File: config.mk
export PLATFORM = sky130hd
export DESIGN_NAME = wr_decode_scoreboard
export DESIGN_NICKNAME = d
export VERILOG_FILES = /design/src/rtl/cpu_regs_pkg.sv /design/src/rtl/onehot_decode.sv /design/src/rtl/wr_decode_scoreboard.sv
export SDC_FILE = /design/constraint.sdc
export NUM_CORES = 1
export LEC_CHECK = 0
export CORE_AREA = 3 3 102 104
export CTS_BUF_LIST = sky130_fd_sc_hd__clkbuf_4 sky130_fd_sc_hd__clkbuf_8 sky130_fd_sc_hd__clkbuf_16
export DETAILED_ROUTE_END_ITERATION = 8
export DIE_AREA = 0 0 105 107
export GPL_TIMING_DRIVEN = 0
export PLACE_DENSITY_LB_ADDON = 0.25
export SLEW_MARGIN = 40
export SYNTH_ARGS = -nofsm -noshare
export SYNTH_HDL_FRONTEND = slang
export SYNTH_SLANG_ARGS = --single-unit
File: constraint.sdc
create_clock -name clk -period 2.7 [get_ports clk]
set_input_delay 0.27 -clock clk [delete_from_list [all_inputs] [get_ports clk]]
set_output_delay 0.27 -clock clk [all_outputs]
set_load 0.01 [all_outputs]
File: src/rtl/cpu_regs_pkg.sv
// Shared register-file definitions for the CPU.
// Default register-number width, zero register and register-number type.
package cpu_regs_pkg;

    localparam int ADDR_W   = 5;
    localparam int ZERO_REG = 31;

    typedef logic [ADDR_W-1:0] regnum_t;

endpackage

File: src/rtl/onehot_decode.sv
// Generic enable-gated binary to one-hot decoder.
module onehot_decode #(
    parameter int ADDR_W = 5
) (
    input  logic                   en,
    input  logic [ADDR_W-1:0]      sel,
    output logic [2**ADDR_W-1:0]   onehot
);

    always_comb begin
        onehot = '0;
        if (en) onehot[sel] = 1'b1;
    end

endmodule

File: src/rtl/wr_decode_scoreboard.sv
// Register-file write decoder plus per-register pending-write counters
// used by decode to detect RAW hazards and throttle issue.
module wr_decode_scoreboard
    import cpu_regs_pkg::*;
#(
    parameter int ADDR_W   = cpu_regs_pkg::ADDR_W,
    parameter int CNT_W    = 2,
    parameter int ZERO_REG = cpu_regs_pkg::ZERO_REG,
    parameter int HAS_ZERO = 1
) (
    input  logic                   clk,
    input  logic                   reset,
    input  logic                   issue_valid,
    input  logic [ADDR_W-1:0]      issue_rd,
    input  logic                   wb_valid,
    input  logic [ADDR_W-1:0]      wb_rd,
    input  logic [ADDR_W-1:0]      rs_a,
    input  logic [ADDR_W-1:0]      rs_b,
    output logic [2**ADDR_W-1:0]   reg_we,
    output logic [2**ADDR_W-1:0]   busy,
    output logic                   hazard_a,
    output logic                   hazard_b,
    output logic                   stall,
    output logic                   issue_block,
    output logic                   err_ovf,
    output logic                   err_unf
);

    localparam int NREG = 2**ADDR_W;
    localparam logic [CNT_W-1:0] CMAX = '1;
    localparam logic [NREG-1:0] ONE = NREG'(1);
    localparam logic [NREG-1:0] ZMASK =
        (HAS_ZERO != 0) ? ~(ONE << ZERO_REG) : '1;

    logic [NREG-1:0][CNT_W-1:0] cnt;
    logic [NREG-1:0] wb_raw;
    logic [NREG-1:0] is_raw;
    logic [NREG-1:0] is_oh;
    logic [NREG-1:0] sat;
    logic [NREG-1:0] empty;
    logic [NREG-1:0] inc;
    logic [NREG-1:0] dec;
    logic            unf_hit;

    onehot_decode #(.ADDR_W(ADDR_W)) u_wb_dec (
        .en     (wb_valid & ~reset),
        .sel    (wb_rd),
        .onehot (wb_raw)
    );

    onehot_decode #(.ADDR_W(ADDR_W)) u_is_dec (
        .en     (issue_valid & ~reset),
        .sel    (issue_rd),
        .onehot (is_raw)
    );

    assign reg_we = wb_raw & ZMASK;
    assign is_oh  = is_raw & ZMASK;
    assign dec    = reg_we;

    always_comb begin
        sat   = '0;
        empty = '0;
        for (int r = 0; r < NREG; r++) begin
            sat[r]   = (cnt[r] == CMAX);
            empty[r] = (cnt[r] == '0);
        end
    end

    // A same-cycle write-back frees the slot, so a saturated issue may proceed
    assign inc         = is_oh & (~sat | dec);
    assign issue_block = |(is_oh & sat & ~dec);
    assign unf_hit     = |(dec & ~inc & empty);

    assign busy     = ~empty;
    assign hazard_a = busy[rs_a];
    assign hazard_b = busy[rs_b];
    assign stall    = hazard_a | hazard_b | issue_block;

    always_ff @(posedge clk) begin
        if (reset) begin
            cnt     <= '0;
            err_ovf <= 1'b0;
            err_unf <= 1'b0;
        end else begin
            for (int r = 0; r < NREG; r++) begin
                if (inc[r] && !dec[r])
                    cnt[r] <= cnt[r] + 1'b1;
                else if (dec[r] && !inc[r] && !empty[r])
                    cnt[r] <= cnt[r] - 1'b1;
            end
            if (issue_block) err_ovf <= 1'b1;
            if (unf_hit)     err_unf <= 1'b1;
        end
    end

endmodule

==> results_dict.tcl, run 1 <==
set metrics [dict create \
    status "complete, but fails checks" \
    violations "setup timing" \
    syn_area_um2 5080 \
    viasPerCell 6.66 \
    syn_to_final_growth_pct 35.5 \
    synth_area_leader_cell "dfxtp_1" \
    synthFlopType "dfxtp_1" \
    grt_pass1_wl_mm 32.5 \
    io_pins 94 \
    pre_cts_ws_ps -1360 \
    cts_max_level 3 \
    antenna_found_initial 0 \
    ys_ff_latch 64 \
    total_power_w 0.00208 \
    fmax_mhz 357 \
    clock_latency_ps 360 \
    timing.final.crit_period_ps 2800 \
    fp.dieW_um 105 \
    drt_first_pass_iters 6 \
    n_fill_cell 825 \
    num_rows 36 \
    diodes 0 \
    hold_ws_ps 454 \
    syn_inst 728 \
    globalplace.congestion 1.09 \
    post-route-drc-count 0 \
    critPathMaxFanout 10 \
    ys_seq_area_frac 0.252 \
    synth_top_area_share 0.252 \
    end_kind "output pin" \
    setup_ws_ps -103 \
    grt_max_degree 11 \
    cap_viol_max_count 0 \
    cts_tree "built" \
    cts.sinks 64 \
    grt_use_total 0.377 \
    start_util 0.527 \
    drtAntennaViolNets 0 \
    final.setup.tns_ps -103 \
    p_leak_nw 2.50 \
    start_kind "primary input" \
    synth-edff-count 0 \
    layout-drive-gt1-share 0.201 \
    worstPathArrival_ps 2530 \
    hold_viol 0 \
    clkTransAtPathRegs_ps 90 \
    hpwlAfterDp_mm 15.7 \
    powerDensity_nw_per_um2 302 \
    max_slew.worst_pin.slew_ps 831 \
    cts_root_buffer "clkbuf_8" \
    clock_path_buffers 2 \
    nets 875 \
    routed_wl_mm 22.0 \
    worst_ep_required_time_ps 2430 \
    synth_area_leaders "dfxtp_1 25%, nor2_1 8.3%, nand2_1 7.7%, mux4_2 6.6%, a21oi_1 6.5%" \
    synthDistinctLibCells 61 \
    drt_iter0_drc 1010 \
    hp-class "flip-flop to flip-flop" \
    num_vias 6581 \
    maxSlewViolCount 0 \
    regArea_um2 1300 \
    die_area_um2 11200 \
    holdBufCountCts 0 \
    max_slew_margin 0.443 \
    coreArea_um2 9640 \
    wl_per_cell_um 22.3 \
    clock_skew_ps 17.6 \
    grt_pass1_vias 5869 \
    die_h_um 107 \
    port_buffers 86 \
    grt_overflow 0 \
    setup_viol 1 \
    fin_crit_sh 1.04 \
    rsz0062_at_grt "yes" \
    multi_input_area_um2 3770 \
    postSynthAreaPerCell_um2 6.98 \
    yosysWarnings 0 \
    ir_worst_vdd_mv 0.236 \
    ys_async_sr_fraction 0 \
    critPathKind "primary input to output pin" \
    cts_inserted_buffers 9 \
]
[registers in the layout, indices dropped and copies added (netlist names)]
register	cells
err_ovf	1
err_unf	1
cnt	62
[power by group]
part | internal [W] | total (W) | leakage, nW | switching [W]
Clock | 0.000345 | 0.000779 | 0.0858 | 0.000434
Combinational | 0.000135 | 0.000346 | 1.89 | 0.000211
Sequential | 0.000948 | 0.000954 | 0.523 | 0.00000609
Total | 0.00143 | 0.00208 | 2.50 | 0.000651
[critical path, cell delays in order]
cell and delay, ps:
dlygate4sd2_1 310, buf_8 190, nand3b_1 160, buf_6 150
a2111oi_2 60, a41oi_2 250, nand4_1 210, nor4_4 390
or3b_1 370, buf_2 140
[cells by family (layout without fill, tap and decap cells)]
kind of cell | after synthesis | in the layout | synth area share
AOI/OAI and AO/OA | 213 | 213 | 0.261
buffers and inverters | 88 | 214 | 0.0716
DFF | 64 | 64 | 0.252
muxes | 20 | 20 | 0.0763
other | 1 | 2 | 0.000738
and+or+nand+nor | 342 | 342 | 0.338
[metal layers]
metal | share of wire | GRT usage
met4 | 0.060 | 0.204
met2 | 0.44 | 0.596
met1 | 0.37 | 0.492
met3 | 0.13 | 0.0620
met5 | 0 | 0
[worst paths after layout]
| check | start | endpoint | slack, ps | cells past startpoint |
|---|---|---|---|---|
| max reg2reg | cnt[18] | err_unf | 830 | 5 |
| max | issue_rd[4] | stall | -100 | 10 |
| min | err_ovf | err_ovf | 450 | 2 |
| min reg2reg | err_ovf | err_ovf | 450 | 2 |
[Yosys cell counts, drive strengths merged (7+ instances only)]
cell / instances
buf: 11
nand3: 29
a2111oi: 19
nand2: 104
a21oi: 66
o21ai: 50
mux4: 15
or2: 8
nand2b: 7
inv: 52
a31oi: 14
clkbuf: 25
or3b: 7
nor2: 114
dfxtp: 64
a211oi: 26
or3: 8
nor3: 14
[stage by stage]
| step | instance area, µm² | std cells | util |
|---|---|---|---|
| 2_1_floorplan | 5090 | 729 | - |
| 3_3_place_gp | 6110 | 948 | 0.634 |
| 3_5_place_dp | 6110 | 948 | 0.634 |
| 4_1_cts | 6700 | 982 | 0.695 |
| 5_1_grt | 6880 | 988 | 0.714 |
| 6_report | 6880 | 988 | 0.714 |
[timing repair]
| action | in CTS | in global routing |
|---|---|---|
| endpoints found under the setup margin | 23 | 4 |
| setup buffers | 21 | 9 |
| gates resized for setup | 135 | 49 |
| pin swaps | 10 | 19 |
[final cells by class]
cell class,instances,area share
inverter,52,0.0284
clock inverter,4,0.00327
multi-input combinational,577,0.548
buffer,32,0.0345
timing repair buffer,115,0.153
sequential,64,0.189
tap,133,0.0242
clock buffer,11,0.0202
[cell usage in the layout (no fill, tap or decap), types with 13 or more instances in the layout]
master / instances
nor2_1: 104
nand2_1: 103
clkdlybuf4s50_1: 69
a21oi_1: 66
inv_1: 52
o21ai_0: 49
dfxtp_1: 49
buf_4: 28
nand3_1: 27
a211oi_1: 17
mux4_2: 15
dfxtp_2: 15
a31oi_1: 13
Note: power is estimated with default switching activity, not from simulation.
==> inputs of run 2 (changes only) <==
==> constraint.sdc (replaced) <==
create_clock -name clk -period 2.9 [get_ports clk]
set_input_delay 0.58 -clock clk [delete_from_list [all_inputs] [get_ports clk]]
set_output_delay 0.58 -clock clk [all_outputs]
set_load 0.01 [all_outputs]
==> run 2 against run 1 <==
The flow still finishes with violations (setup timing). Die area unchanged. Register-to-register slack better by 120 ps. Cell count up 5.2%. Power up 9.2%. Combinational power up 19%. Hold slack better by 6.0 ps. Sequential share of layout area down 1.6 points. Largest power group is now the clock network. Global-route usage up 6.0 points. Highest routed layer is now met5. Clock power up 25%.
==> results_dict.tcl, run 2 (synthesis results as in run 1) <==
set metrics [dict create \
    status "complete, but fails checks" \
    violations "setup timing" \
    diodes 0 \
    final.setup.tns_ps -1310 \
    fp.dieW_um 105 \
    maxSlewViolCount 0 \
    die_area_um2 11200 \
    internal-power_w 0.00163 \
    hp-class "flip-flop to flip-flop" \
    drt_iter0_drc 1071 \
    setup_ws_ps -487 \
    pre_cts_ws_ps -1790 \
    cts_inserted_buffers 9 \
    clkTransAtPathRegs_ps 90 \
    grt_use_total 0.437 \
    reg2reg_depth 7 \
    nets 926 \
    grt_overflow 0 \
    start_kind "primary input" \
    ir_worst_vdd_mv 0.263 \
    start_util 0.527 \
    syn_to_final_growth_pct 51.8 \
    grt_pass1_vias 6610 \
    rsz0062_at_grt "yes" \
    top_regs "cnt x62, err_ovf x1, err_unf x1" \
    seqPwrFrac 0.391 \
    hold_viol 0 \
    max_slew.worst_pin.slew_ps 988 \
    die_h_um 107 \
    largest_register "cnt" \
    cts_tree "built" \
    p_comb_frac 0.181 \
    cts_root_buffer "clkbuf_8" \
    layout_commonest_cell "nand2_1" \
    hold_depth 2 \
    coreArea_um2 9640 \
    cap_viol_max_count 0 \
    io_pins 94 \
    port_buffers 86 \
    critPathMaxFanout 6 \
    timing.final.crit_period_ps 3390 \
    globalplace.congestion 1.01 \
    layout-drive-gt1-share 0.301 \
    num_vias 7105 \
    fmax_mhz 295 \
    grt_pass1_wl_mm 37.4 \
    worst_ep_required_time_ps 2320 \
    clock_latency_ps 370 \
    viasPerCell 6.84 \
    fin_crit_sh 1.17 \
    routed_wl_mm 26.0 \
    utilization 0.800 \
    post-route-drc-count 0 \
    worstPathArrival_ps 2810 \
    max_slew_margin 0.337 \
    critPathKind "primary input to output pin" \
    drtAntennaViolNets 0 \
    cts.sinks 64 \
    clock_path_buffers 2 \
    wl_per_cell_um 25.0 \
    drt_first_pass_iters 7 \
    cts_max_level 3 \
    hpwlAfterDp_mm 16.6 \
    setup_viol 5 \
    p_leak_nw 3.01 \
    clock_skew_ps 17.8 \
    num_rows 36 \
    grt_max_degree 11 \
    final_cell_mix "103 x nand2_1, 90 x nor2_1, 66 x a21oi_1" \
    antenna_found_initial 1 \
    end_kind "output pin" \
    pwr-share-clk 0.428 \
    largest_reg_flops 62 \
    powerDensity_nw_per_um2 294 \
    swShare 0.282 \
    power_switching_w 0.000641 \
]
==> run 2: cell count changes in the layout (fill, tap and decap cells not counted), moves of 11 or more <==
cell	before	now
nor2_1	104	90
buf_4	28	62
buf_6	8	27
clkdlybuf4s50_1	69	58
dfxtp_1	49	27
dfxtp_2	15	35
==> run 2: layout make-up <==
cell class,count,area (µm²)
multi-input cells,577,3940
fillers,702,1920
repair buffers,164,1550
flip-flops and latches,64,1330
plain buffers,34,290
inverters,52,195
clock buffers,13,179
well taps,133,166
clock inverters,2,60.1
==> run 2: power by group through the flow <==
stage	clock [W]	combinational (W)	sequential, W
floorplan	0	0.000143	0.000908
global placement	0	0.000265	0.000908
detailed placement	0	0.000267	0.000909
CTS	0.000944	0.000356	0.000888
global route	0.000985	0.000417	0.000887
finish	0.000973	0.000411	0.000887
==> run 2: worst paths after layout <==
path / start / endpoint / slack (ps)
hold / removal: err_ovf / err_ovf / 460
setup / recovery: wb_rd[1] / stall / -490
hold reg to reg: err_ovf / err_ovf / 460
setup reg to reg: cnt[46] / err_ovf / 950
==> run 2: what timing repair did <==
item / in CTS / in global routing
setup buffers: 69 / 14
cloned: 2 / 0
hold buffers: 0 / 0
endpoints found under the setup margin: 37 / 21
hold endpoints to repair: 0 / 0
resized for setup: 220 / 95
pin swaps: 29 / 22
==> run 2: worst max-delay path, stage by stage <==
cell and delay, ps:
buf_12 110, or4b_4 540, buf_12 170, nor2_4 90, o32a_1 240, nand3_2 160
nor4_4 350, or3b_4 420, buf_6 130
==> run 2: layer usage <==
layer	vias up	wire length, µm	share of wire	track usage
li1	2973	-	-	-
met1	3278	8970	0.35	0.507
met2	656	11200	0.43	0.676
met3	194	3620	0.14	0.154
met4	4	2160	0.083	0.298
met5	-	34	0.0013	0
==> run 2: metrics by stage <==
stage / std cells / hold slack (ps) / total power [W] / instance area, µm²
after floorplan: 729 / 467 / 0.00105 / 5110
after global placement: 948 / 434 / 0.00117 / 6140
after detailed placement: 948 / 445 / 0.00118 / 6140
after CTS: 1031 / 455 / 0.00219 / 7410
after global routing: 1039 / 494 / 0.00229 / 7720
final: 1039 / 460 / 0.00227 / 7720
